### config.mk
export PLATFORM = sky130hd
export DESIGN_NAME = pc_fetch_ctrl
export DESIGN_NICKNAME = d
export VERILOG_FILES = /design/src/rtl/pc_fetch_pkg.sv /design/src/rtl/pc_fetch_ctrl.sv
export SDC_FILE = /design/constraint.sdc
export NUM_CORES = 1
export LEC_CHECK = 0
export BUFFER_PORTS_ARGS = -buffer_cell sky130_fd_sc_hd__buf_2
export CAP_MARGIN = 20
export CORE_UTILIZATION = 25
export CTS_CLUSTER_SIZE = 25
export DETAILED_ROUTE_END_ITERATION = 6
export GPL_TIMING_DRIVEN = 0
export SETUP_SLACK_MARGIN = 0.05
export SLEW_MARGIN = 20
export SYNTH_ARGS = -nofsm -noshare
export SYNTH_HDL_FRONTEND = slang
export SYNTH_SLANG_ARGS = --single-unit
### constraint.sdc
create_clock -name clk -period 5.4 [get_ports clk]
set_clock_uncertainty 0.1 [all_clocks]
set_input_delay 1.08 -clock clk [delete_from_list [all_inputs] [get_ports clk]]
set_output_delay 1.08 -clock clk [all_outputs]
set_load 0.005 [all_outputs]
### src/rtl/pc_fetch_pkg.sv
// ---------------------------------------------------------------------------
// pc_fetch_pkg : shared state encoding and default widths for the fetch unit
// Revision     : 1.0 - initial release
// ---------------------------------------------------------------------------
`default_nettype none

package pc_fetch_pkg;

  localparam int DEF_D        = 12;
  localparam int DEF_LW       = 8;
  localparam int DEF_START_PC = 0;

  typedef enum logic [1:0] {
    ST_IDLE       = 2'd0,
    ST_RUN        = 2'd1,
    ST_BR_RESOLVE = 2'd2,
    ST_HALTED     = 2'd3
  } state_t;

endpackage

`default_nettype wire

### src/rtl/pc_fetch_ctrl.sv
// ---------------------------------------------------------------------------
// pc_fetch_ctrl : program counter and fetch sequencing; issues LUT index on a
//                 taken branch and applies the returned signed offset next cycle
// Revision      : 1.0 - initial release
// ---------------------------------------------------------------------------
`default_nettype none

module pc_fetch_ctrl
  import pc_fetch_pkg::*;
#(
  parameter int D        = DEF_D,
  parameter int LW       = DEF_LW,
  parameter int START_PC = DEF_START_PC
) (
  input  logic          clk,
  input  logic          reset,
  input  logic          start,
  input  logic          halt,
  input  logic          stall,
  input  logic          branch_en,
  input  logic          branch_taken,
  input  logic [LW-1:0] branch_idx,
  output logic [LW-1:0] lut_addr,
  input  logic [D-1:0]  lut_target,
  output logic [D-1:0]  prog_ctr,
  output logic          fetch_valid,
  output logic          done
);

  localparam logic [D-1:0] c_START  = D'(START_PC);
  localparam logic [D-1:0] c_PC_ONE = D'(1);

  state_t        r_state;
  logic [D-1:0]  r_pc;
  logic [LW-1:0] r_lut_addr;

  state_t        w_state_nxt;
  logic [D-1:0]  w_pc_nxt;
  logic [LW-1:0] w_lut_addr_nxt;
  logic          w_br_take;

  assign w_br_take = branch_en && branch_taken;

  always_ff @(posedge clk or posedge reset) begin
    if (reset) begin
      r_state    <= ST_IDLE;
      r_pc       <= '0;
      r_lut_addr <= '0;
    end else begin
      r_state    <= w_state_nxt;
      r_pc       <= w_pc_nxt;
      r_lut_addr <= w_lut_addr_nxt;
    end
  end

  always_comb begin
    w_state_nxt    = r_state;
    w_pc_nxt       = r_pc;
    w_lut_addr_nxt = r_lut_addr;
    case (r_state)
      ST_IDLE: begin
        if (start) begin
          w_state_nxt = ST_RUN;
          w_pc_nxt    = c_START;
        end
      end
      ST_RUN: begin
        // halt outranks a same-cycle branch, which is simply dropped
        if (halt) begin
          w_state_nxt = ST_HALTED;
        end else if (!stall) begin
          if (w_br_take) begin
            w_lut_addr_nxt = branch_idx;
            w_state_nxt    = ST_BR_RESOLVE;
          end else begin
            w_pc_nxt = r_pc + c_PC_ONE;
          end
        end
      end
      ST_BR_RESOLVE: begin
        if (halt) begin
          w_state_nxt = ST_HALTED;
        end else if (!stall) begin
          // offset is two's complement; a plain D-bit add wraps correctly
          w_pc_nxt    = r_pc + lut_target;
          w_state_nxt = ST_RUN;
        end
      end
      ST_HALTED: begin
        if (start) begin
          w_state_nxt = ST_RUN;
          w_pc_nxt    = c_START;
        end
      end
      default: begin
        w_state_nxt = ST_IDLE;
      end
    endcase
  end

  assign prog_ctr    = r_pc;
  assign lut_addr    = r_lut_addr;
  assign fetch_valid = (r_state == ST_RUN) && !stall;
  assign done        = (r_state == ST_HALTED);

endmodule

`default_nettype wire

==> metrics.yaml, run 1 <==
finish:
  final-seq-area_um2: 551
  layout.cells.non_filler: 291
  drive_gt1_share_pct: 32.9
  area_delta_synth_final_pct: 25.9
  layout_common_cells: "buf_2, dfrtp_1, nand2_1"
  multi_input_area_um2: 956
  diodes: 0
  final_nets: 260
  final_common_cell: "buf_2"
  nFillCells: 641
clocking:
  numCtsBuffers: 3
  clock_path_buffers: 2
  cts_root_buf: "clkbuf_8"
  clock_latency_ns: 0.27
  clk_pin_slew_ns: 0.08
  cts.repair.resized: 0
  post-cts-setup-buffers: 0
  cts.htree.levels: 1
  cts_sinks: 22
  holdBufCountCts: 0
  tritoncts: "done"
logic_synthesis:
  yosys-mux-area-fraction_pct: 6.40
  ys_types: 44
  yosys.area.top_type_share_pct: 35.2
  synth_compound_area_share_pct: 18.4
  synth_xor_area_share_pct: 3.92
  yosysWarnings: 0
  yosys.area_share.simple_pct: 19.1
  syn_nets: 207
  synth_area_leaders: "dfrtp_1, ha_1, mux2_2"
  ys.flop_type: "dfrtp_1"
  ys_ff_latch: 22
  netlist_instances: 164
  synth_top_family_by_area: "simple AND/OR/NAND/NOR gates"
  yosysSeqAreaShare_pct: 35.2
  async_flop_share_pct: 100
  synth_fa_ha_area_share_pct: 13.3
  synth.avg_cell_area_um2: 9.54
  synth_edf_count: 0
  syn_area_um2: 1560
  synth_top_area_cell: "dfrtp_1"
place:
  dp_cells: 287
  place_congestion: 0.763
  detailed_place_hpwl_um: 2880
  io_buffers: 48
timing:
  hold_viol: 0
  tightest_slew_ns: 0.911
  timing.final.crit_share_pct: 55.4
  max_clock_freq_ghz: 0.335
  rsz0062_at_grt: "no"
  finalSetupViolCount: 0
  final.setup.tns_ns: 0
  min_period_ns: 2.99
  finalMaxSlewViolations: 0
  relSlewSlack_pct: 39.2
pwr:
  internal_power_uw: 558
  swShare_pct: 40.3
  powerDensity_nw_per_um2: 475
  p_leak_nw: 0.990
  p_seq_share_pct: 29.2
  clkPwrFrac_pct: 16.8
  vdd_drop_max_mv: 0.127
  p_comb_share_pct: 54.0
  p_sw_uw: 376
global_route:
  grt_overflow_total: 0
  busiest_layer: "met2"
  first_global_vias: 1280
  antenna_found_initial: 0
  grt_pass1_wl_um: 5760
  met2_usage_pct: 20.7
  globalRouteTotalUtil_pct: 11.5
  grt_max_degree: 23
  grtUsageMet1_pct: 13.7
  use_met3_pct: 2.47
die:
  rows: 28
  start_util_pct: 26.1
  fp.dieH_um: 81.1
  core_um2: 5990
  dieWidth_um: 81.1
  pin_count: 49
  die-area_um2: 6580
drt:
  first_pass_iters: 4
  via_per_inst: 4.68
  wl_um: 3620
  drc_errors: 0
  wire_per_inst_um: 12.4
  via_count: 1363
  ant_nets: 0
  drtIter0Drc: 33
setup_path:
  crit_slowest_cell: "dfrtp_1"
  startpoint_type: "flip-flop"
  path_class: "flip-flop to flip-flop"
  cp_slowest_stage_delay_ns: 0.43
  endpoint_kind: "flip-flop"
  worstPathCellList: "inv_1 > ha_1 > clkbuf_1 > and2_1 > ha_1 > a21oi_1 > o211ai_2 > a2111oi_2 > or3_1 > a21o_1 > o211ai_2"
  critical_path_required_ns: 5.46
  worstPathMaxFanout: 10
  worstPathArrival_ns: 3.04
flow_run:
  drv_cap: 0
hold_path:
  worstHoldPathType: "flip-flop to flip-flop"
outcome:
  status: "finished, final reports clean"
==> final cells by class <==
type                       count  share of cell area (%)
buffer                         5                    1.59
clock inverter                 1                    1.52
sequential                    22                    28.0
clock buffer                   3                    2.10
tap                           75                    4.76
timing repair buffer          48                    12.2
multi-input combinational    130                    48.5
inverter                       7                    1.33
==> cell usage after synthesis (4+ instances only) <==
cell	count
a21o_1	4
inv_1	7
nand3_1	6
ha_1	15
nand2_1	18
mux2_2	8
a21oi_1	10
o21ai_0	11
xnor2_1	5
dfrtp_1	22
and2_1	11
nor2_1	4
==> through the flow <==
stage	hold slack, ns	total power, mW	area [um2]	worst slack (ns)	util (%)
6_report	0.406	0.935	1970	2.41	32.9
2_1_floorplan	0.400	0.626	1560	2.48	-
5_1_grt	0.421	1.02	1970	2.13	32.9
3_3_place_gp	0.387	0.777	1900	2.17	31.7
3_5_place_dp	0.391	0.791	1900	2.17	31.7
4_1_cts	0.412	0.950	1970	2.33	32.9
==> state kept, by name (all words and copies together), names as in the netlist <==
register,cells
prog_ctr,12
lut_addr,8
r_state,2
==> layer usage <==
metal / routed length, um / vias up
met3: 181 / 4
met5: 0 / -
met1: 1640 / 638
met4: 34 / 0
li1: - / 692
met2: 1760 / 29
==> critical path, delay by kind of cell, from the launching register on <==
kind	cells	cell delay [ns]
AND/OR/NAND/NOR	2	0.43
buffers and inverters	2	0.46
AO/OA/AOI/OAI	5	0.94
adder cells (fa/ha/maj)	2	0.52
flip-flops	1	0.43
==> final timing paths <==
| path | endpoint | cells past startpoint | startpoint | slack, ns |
|---|---|---|---|---|
| worst max register to register | prog_ctr[11]$_DFFE_PP0P_ | 11 | r_state[0]$_DFFE_PP0P_ | 2.41 |
| min in group asynchronous | lut_addr[2]$_DFFE_PP0P_ | 2 | reset | 0.90 |
| worst min register to register | lut_addr[2]$_DFFE_PP0P_ | 1 | lut_addr[2]$_DFFE_PP0P_ | 0.41 |
| max in group asynchronous | lut_addr[3]$_DFFE_PP0P_ | 2 | reset | 3.74 |
| worst min-delay path | lut_addr[2]$_DFFE_PP0P_ | 1 | lut_addr[2]$_DFFE_PP0P_ | 0.41 |
| worst max-delay path | prog_ctr[11]$_DFFE_PP0P_ | 11 | r_state[0]$_DFFE_PP0P_ | 2.41 |
==> power groups by stage <==
stage | clock [mW] | sequential, mW | combinational [mW]
final | 0.157 | 0.273 | 0.505
after global routing | 0.168 | 0.283 | 0.568
after CTS | 0.162 | 0.273 | 0.514
after detailed placement | 0 | 0.276 | 0.515
after global placement | 0 | 0.273 | 0.504
after floorplan | 0 | 0.277 | 0.349
==> cells by family after synthesis <==
logic type | after synthesis
mux | 9
buf+inv | 12
xor+xnor | 7
compound gates | 43
fa+ha+maj | 16
simple gates | 55
flops | 22
Note: power is estimated with default switching activity, not from simulation.
==> run 2: changes to the inputs <==
- clock period: 5.4 -> 2.5 ns (I/O delays scaled with it)
==> run 2 against run 1 <==
Compared with the run above: worst hold slack lost 0.10 ns; count of clock-buffer cells in the layout is the same; non-clock buffer count grew 11; maximum frequency grew 22%; setup slack lost 2.4 ns; critical path depth shrank 1.
==> metrics.yaml, run 2 (synthesized netlist as in run 1, its figures left out) <==
outcome:
  status: "finished, final reports clean"
finish:
  final_nets: 271  # +4.2%
  layout_common_cells: "buf_2, dfrtp_1, nand2_1"
  largest_reg_flops: 12  # unchanged
  final-seq-area_um2: 551  # unchanged
  multi_input_area_um2: 1150  # +20%
  diodes: 0  # unchanged
  final_common_cell: "buf_2"
  area_delta_synth_final_pct: 45.0
  nFillCells: 598  # -6.7%
  drive_gt1_share_pct: 46.7  # +14 points
hold_path:
  worstHoldPathType: "input port to asynchronous set/reset pin"
timing:
  max_clock_freq_ghz: 0.408  # +22%
  finalSetupViolCount: 0  # unchanged
  finalMaxSlewViolations: 0  # unchanged
  hold_viol: 0  # unchanged
  min_period_ns: 2.45  # -0.538 ns
  tightest_slew_ns: 0.896  # -0.0150 ns
  timing.final.crit_share_pct: 98.1  # +43 points
  relSlewSlack_pct: 40.2  # +1.0 points
  worst_slack_ns: 0.0484  # -2.36 ns
  rsz0062_at_grt: "yes"
global_route:
  first_global_vias: 1454  # +14%
  grt_max_degree: 23  # unchanged
  grt_overflow_total: 0  # unchanged
  globalRouteTotalUtil_pct: 13.3  # +1.8 points
  antenna_found_initial: 0  # unchanged
  grt_pass1_wl_um: 6650  # +15%
clocking:
  cts.htree.levels: 1  # unchanged
  cts_root_buf: "clkbuf_8"
  clock_latency_ns: 0.27  # about the same
  numCtsBuffers: 3  # unchanged
  tritoncts: "done"
  clock_path_buffers: 2  # unchanged
  clk_pin_slew_ns: 0.09  # about the same
  cts_sinks: 22  # unchanged
setup_path:
  cp_slowest_stage_delay_ns: 0.43  # about the same
  cp_num_buf_inv: 1  # -1
  rr_worst_depth: 10  # -1
  worstPathArrival_ns: 2.55  # -0.49 ns
  worstPathMaxFanout: 6  # -4
  crit_slowest_cell: "dfrtp_1"
  worstPathCellList: "ha_4 > clkbuf_16 > and2_1 > ha_4 > nand3_4 > o211ai_4 > a2111oi_4 > or3_1 > a21o_1 > o211ai_2"
  cp_top_family: "simple AND/OR/NAND/NOR gates"
  rrSetupSlack_ns: 0.05  # -2.36 ns
  endpoint_kind: "flip-flop"
  r2r_end: "prog_ctr[11]$_DFFE_PP0P_"
  startpoint_type: "flip-flop"
  cp_common_cell: "ha_4"
  r2r-start: "r_state[1]$_DFFE_PP0P_"
  path_class: "flip-flop to flip-flop"
  critical_path_required_ns: 2.60  # -2.86 ns
pwr:
  finalPower_mw: 2.39  # +160%
  p_sw_uw: 948  # +150%
  p_seq_share_pct: 25.1  # -4.1 points
  p_leak_nw: 1.06  # +7.4%
  powerDensity_nw_per_um2: 1050  # +120%
  p_comb_share_pct: 60.3  # +6.3 points
  vdd_drop_max_mv: 0.320  # +150%
  internal_power_mw: 1.44  # +160%
  swShare_pct: 39.7  # -0.53 points
  clkPwrFrac_pct: 14.6  # -2.2 points
drt:
  ant_nets: 0  # unchanged
  wl_um: 4130  # +14%
  drc_errors: 0  # unchanged
  dr_wl_met2_um: 2030  # +15%
  routed-wl-met3_um: 284  # +57%
  via_count: 1427  # +4.7%
  via_per_inst: 4.73  # +0.88%
  drt-met1-wl_um: 1750  # +7.0%
  wire_per_inst_um: 13.7  # +10%
  drtIter0Drc: 41  # +24%
  first_pass_iters: 4  # unchanged
  routed.top_layer: "met4"
die:
  core_um2: 5990  # unchanged
  pin_count: 49  # unchanged
  rows: 28  # unchanged
  die-area_um2: 6580  # unchanged
  start_util_pct: 26.1  # unchanged
  dieWidth_um: 81.1  # unchanged
  fp.dieH_um: 81.1  # unchanged
place:
  detailed_place_hpwl_um: 2870  # -0.38%
  place_congestion: 0.762  # about the same
  preCtsSetupSlack_ns: -0.274  # -2.44 ns
  io_buffers: 48  # unchanged
flow_run:
  drv_cap: 0  # unchanged
## run 2: cell types whose count changed in the layout (fill, tap and decap cells not counted), sizes merged
cell    delta
buf       +10
clkbuf     +1
## run 2: layer usage
metal,up-vias,track usage [%]
met5,-,0
met4,0,5.71
met3,8,3.82
met2,29,22.8
met1,678,15.4
li1,712,-
## run 2: worst register-to-register path: stages (launching register included)
cell       delay [ns]
dfrtp_1          0.43
ha_4             0.21
clkbuf_16        0.16
and2_1           0.16
ha_4             0.32
nand3_4          0.08
o211ai_4         0.23
a2111oi_4        0.07
or3_1            0.39
a21o_1           0.18
o211ai_2         0.06
## run 2: what timing repair did
| action | in CTS | in global routing |
|---|---|---|
| endpoints found under the setup margin | 6 | 6 |
| cloned | 1 | 0 |
| resized for setup | 22 | 7 |
| hold endpoints to repair | 0 | 0 |
| pin swaps | 12 | 14 |
| hold buffers | 0 | 0 |
| buffers inserted | 10 | 2 |
## run 2: power groups by stage
stage	Sequential [mW]	Combinational, mW	Clock (mW)
2_1_floorplan	0.599	0.774	0
3_3_place_gp	0.592	1.10	0
3_5_place_dp	0.598	1.12	0
4_1_cts	0.597	1.41	0.358
5_1_grt	0.622	1.59	0.367
6_report	0.600	1.44	0.349
## run 2: cell type report
type	instances	area share, %
Tap cell	75	4.14
Buffer	3	1.49
Sequential cell	22	24.3
Clock inverter	1	1.32
Clock buffer	3	1.82
Timing Repair Buffer	61	15.2
Multi-Input combinational cell	130	50.6
Inverter	7	1.16
## run 2: worst max path at each step
stage                           start                        to  slack, ns  cells after the start
3_5_place_dp   r_state[0]$_DFFE_PP0P_  prog_ctr[11]$_DFFE_PP0P_      -0.27                     11
5_1_grt        r_state[0]$_DFFE_PP0P_  prog_ctr[11]$_DFFE_PP0P_      -0.04                     11
4_1_cts        r_state[1]$_DFFE_PP0P_  prog_ctr[11]$_DFFE_PP0P_       0.05                     10
2_1_floorplan  r_state[0]$_DFFE_PP0P_  prog_ctr[11]$_DFFE_PP0P_       0.06                     11
3_3_place_gp   r_state[0]$_DFFE_PP0P_  prog_ctr[11]$_DFFE_PP0P_      -0.25                     11
6_report       r_state[1]$_DFFE_PP0P_  prog_ctr[11]$_DFFE_PP0P_       0.05                     10
## run 2: metrics by stage
stage	util [%]	TNS (ns)	std cells	cell area (um2)	hold WS [ns]
floorplan	-	0	164	1580	0.389
detailed placement	32.0	-1.05	287	1920	0.390
global route	37.9	-0.0491	302	2270	0.349
global placement	32.0	-0.894	287	1920	0.386
CTS	37.3	0	302	2230	0.350
finish	37.9	0	302	2270	0.303
==> run 3: changes to the inputs <==
- SETUP_SLACK_MARGIN: 0.05 -> 0.5
==> run 3 against run 2 <==
Compared with the run above: global-route usage rose by 0.37 points; non-clock buffer count grew 3; critical path depth is 1 higher; worst hold slack better by 0.00056 ns; via count is 1.2% lower; count of clock-buffer cells in the layout is the same.
==> metrics.yaml, run 3 (synthesized netlist as in run 1, its figures left out) <==
clocking:
  tritoncts: "done"
  clk_pin_slew_ns: 0.09  # about the same
  holdBufCountCts: 0  # unchanged
  clock_path_buffers: 2  # unchanged
  cts_sinks: 22  # unchanged
  cts.htree.levels: 1  # unchanged
  cts_root_buf: "clkbuf_8"
  clock_latency_ns: 0.27  # about the same
  numCtsBuffers: 3  # unchanged
timing:
  max_clock_freq_ghz: 0.407  # -0.10%
  hold_ws_ns: 0.304  # +0.000556 ns
  timing.final.crit_share_pct: 98.2  # +0.10 points
  finalMaxSlewViolations: 0  # unchanged
  hold_viol: 0  # unchanged
  rsz0062_at_grt: "yes"
  tightest_slew_ns: 0.879  # -0.0175 ns
  min_period_ns: 2.45  # +0.00249 ns
  worst_slack_ns: 0.0459  # -0.00249 ns
  finalSetupViolCount: 0  # unchanged
  relSlewSlack_pct: 41.4  # +1.2 points
  final.setup.tns_ns: 0  # unchanged
finish:
  drive_gt1_share_pct: 50.0  # +3.3 points
  post-route-util_pct: 39.7  # +1.8 points
  layout.cells.non_filler: 305  # +0.99%
  diodes: 0  # unchanged
  largest_reg_flops: 12  # unchanged
  layout_common_cells: "buf_2, dfrtp_1, nand2_1"
  design_area_um2: 2380  # +4.8%
  final_common_cell: "buf_2"
  area_delta_synth_final_pct: 52.0
  final_nets: 274  # +1.1%
drt:
  drc_errors: 0  # unchanged
  drtIter0Drc: 35  # -15%
  wire_per_inst_um: 13.8  # +0.89%
  wl_um: 4210  # +1.9%
  ant_nets: 0  # unchanged
  via_per_inst: 4.62  # -2.2%
  via_count: 1410  # -1.2%
  first_pass_iters: 4  # unchanged
die:
  pin_count: 49  # unchanged
  start_util_pct: 26.1  # unchanged
  die-area_um2: 6580  # unchanged
  dieWidth_um: 81.1  # unchanged
  core_um2: 5990  # unchanged
  rows: 28  # unchanged
  fp.dieH_um: 81.1  # unchanged
setup_path:
  worstPathCellList: "ha_4 > clkbuf_16 > and2_4 > ha_4 > buf_6 > nand3_2 > o211ai_4 > a2111oi_4 > or3_4 > a21o_1 > o211ai_2"
  startpoint_type: "flip-flop"
  critical_path_required_ns: 2.60  # about the same
  path_class: "flip-flop to flip-flop"
  cp_slowest_stage_delay_ns: 0.42  # about the same
  cp_num_buf_inv: 2  # +1
  crit_slowest_cell: "dfrtp_1"
  worstPathMaxFanout: 9  # +3
  cp_common_cell: "ha_4"
  worstPathArrival_ns: 2.55  # about the same
  cp_top_family: "simple AND/OR/NAND/NOR gates"
  endpoint_kind: "flip-flop"
outcome:
  status: "finished, final reports clean"
hold_path:
  worstHoldPathType: "input port to asynchronous set/reset pin"
place:
  preCtsSetupSlack_ns: -0.0194  # +0.255 ns
  detailed_place_hpwl_um: 2930  # +2.1%
  dp_cells: 287  # unchanged
  io_buffers: 48  # unchanged
  place_area_um2: 2030  # +5.9%
  place_congestion: 0.783  # +2.7%
global_route:
  antenna_found_initial: 0  # unchanged
  grt_max_degree: 23  # unchanged
  globalRouteTotalUtil_pct: 13.7  # +0.37 points
  grt_pass1_wl_um: 6790  # +2.1%
  first_global_vias: 1467  # +0.89%
  grt_overflow_total: 0  # unchanged
pwr:
  finalPower_mw: 2.47  # +3.4%
  p_leak_nw: 1.11  # +4.8%
  powerDensity_nw_per_um2: 1040  # -1.4%
  vdd_drop_max_mv: 0.575  # +79%
flow_run:
  drv_cap: 0  # unchanged
-- run 3: cell count changes in the layout (fill, tap and decap cells not counted), moves of 2 or more --
cell	delta
o21ai_1	+5
buf_4	-2
nand3_2	+2
o21ai_0	-5
mux2_2	-5
mux2_4	+5
buf_6	+5
-- run 3: timing repair --
action                                 4_1_cts  5_1_grt
endpoints found under the hold margin        0        0
gates cloned                                 0        1
buffers inserted                            10        3
setup endpoints to repair                   20       21
pin swaps                                    9       14
gates resized for setup                     11       21
-- run 3: layer usage --
metal | vias up | track usage [%] | part of all wire [%]
met3 | 2 | 3.03 | 3.4
met1 | 667 | 16.5 | 45
met4 | 0 | 2.50 | 0.71
met2 | 25 | 24.8 | 51
li1 | 716 | - | -
met5 | - | 0 | 0
-- run 3: worst paths after layout --
kind	from	endpoint	slack, ns	cells past startpoint
worst min register to register	lut_addr[4]$_DFFE_PP0P_	lut_addr[4]$_DFFE_PP0P_	0.41	1
worst max-delay path	r_state[1]$_DFFE_PP0P_	prog_ctr[11]$_DFFE_PP0P_	0.05	11
worst max register to register	r_state[1]$_DFFE_PP0P_	prog_ctr[11]$_DFFE_PP0P_	0.05	11
min in group clk	branch_idx[0]	lut_addr[0]$_DFFE_PP0P_	0.36	2
worst min-delay path	reset	lut_addr[4]$_DFFE_PP0P_	0.30	2
max in group asynchronous	reset	prog_ctr[9]$_DFFE_PP0P_	1.46	2
-- run 3: worst register-to-register path, stage by stage, from the launching register on --
cell and delay (ns):
dfrtp_1 0.42, ha_4 0.21, clkbuf_16 0.16, and2_4 0.14
ha_4 0.25, buf_6 0.11, nand3_2 0.09, o211ai_4 0.21
a2111oi_4 0.06, or3_4 0.40, a21o_1 0.18, o211ai_2 0.05
-- run 3: layout make-up --
class / count / area (um2)
buffer: 5 / 66.3
clock buffer: 3 / 41.3
clock inverter: 1 / 30.0
fill: 605 / 3610
inverter: 7 / 28.8
multi-input combinational: 130 / 1200
sequential: 22 / 551
tap: 75 / 93.8
timing repair buffer: 62 / 369
-- run 3: power by group --
group / switching [mW] / total, mW / internal (mW) / leakage [nW]
Clock: 0.127 / 0.341 / 0.214 / 0.0357
Combinational: 0.731 / 1.53 / 0.795 / 0.797
Sequential: 0.105 / 0.602 / 0.496 / 0.282
Total: 0.963 / 2.47 / 1.51 / 1.11
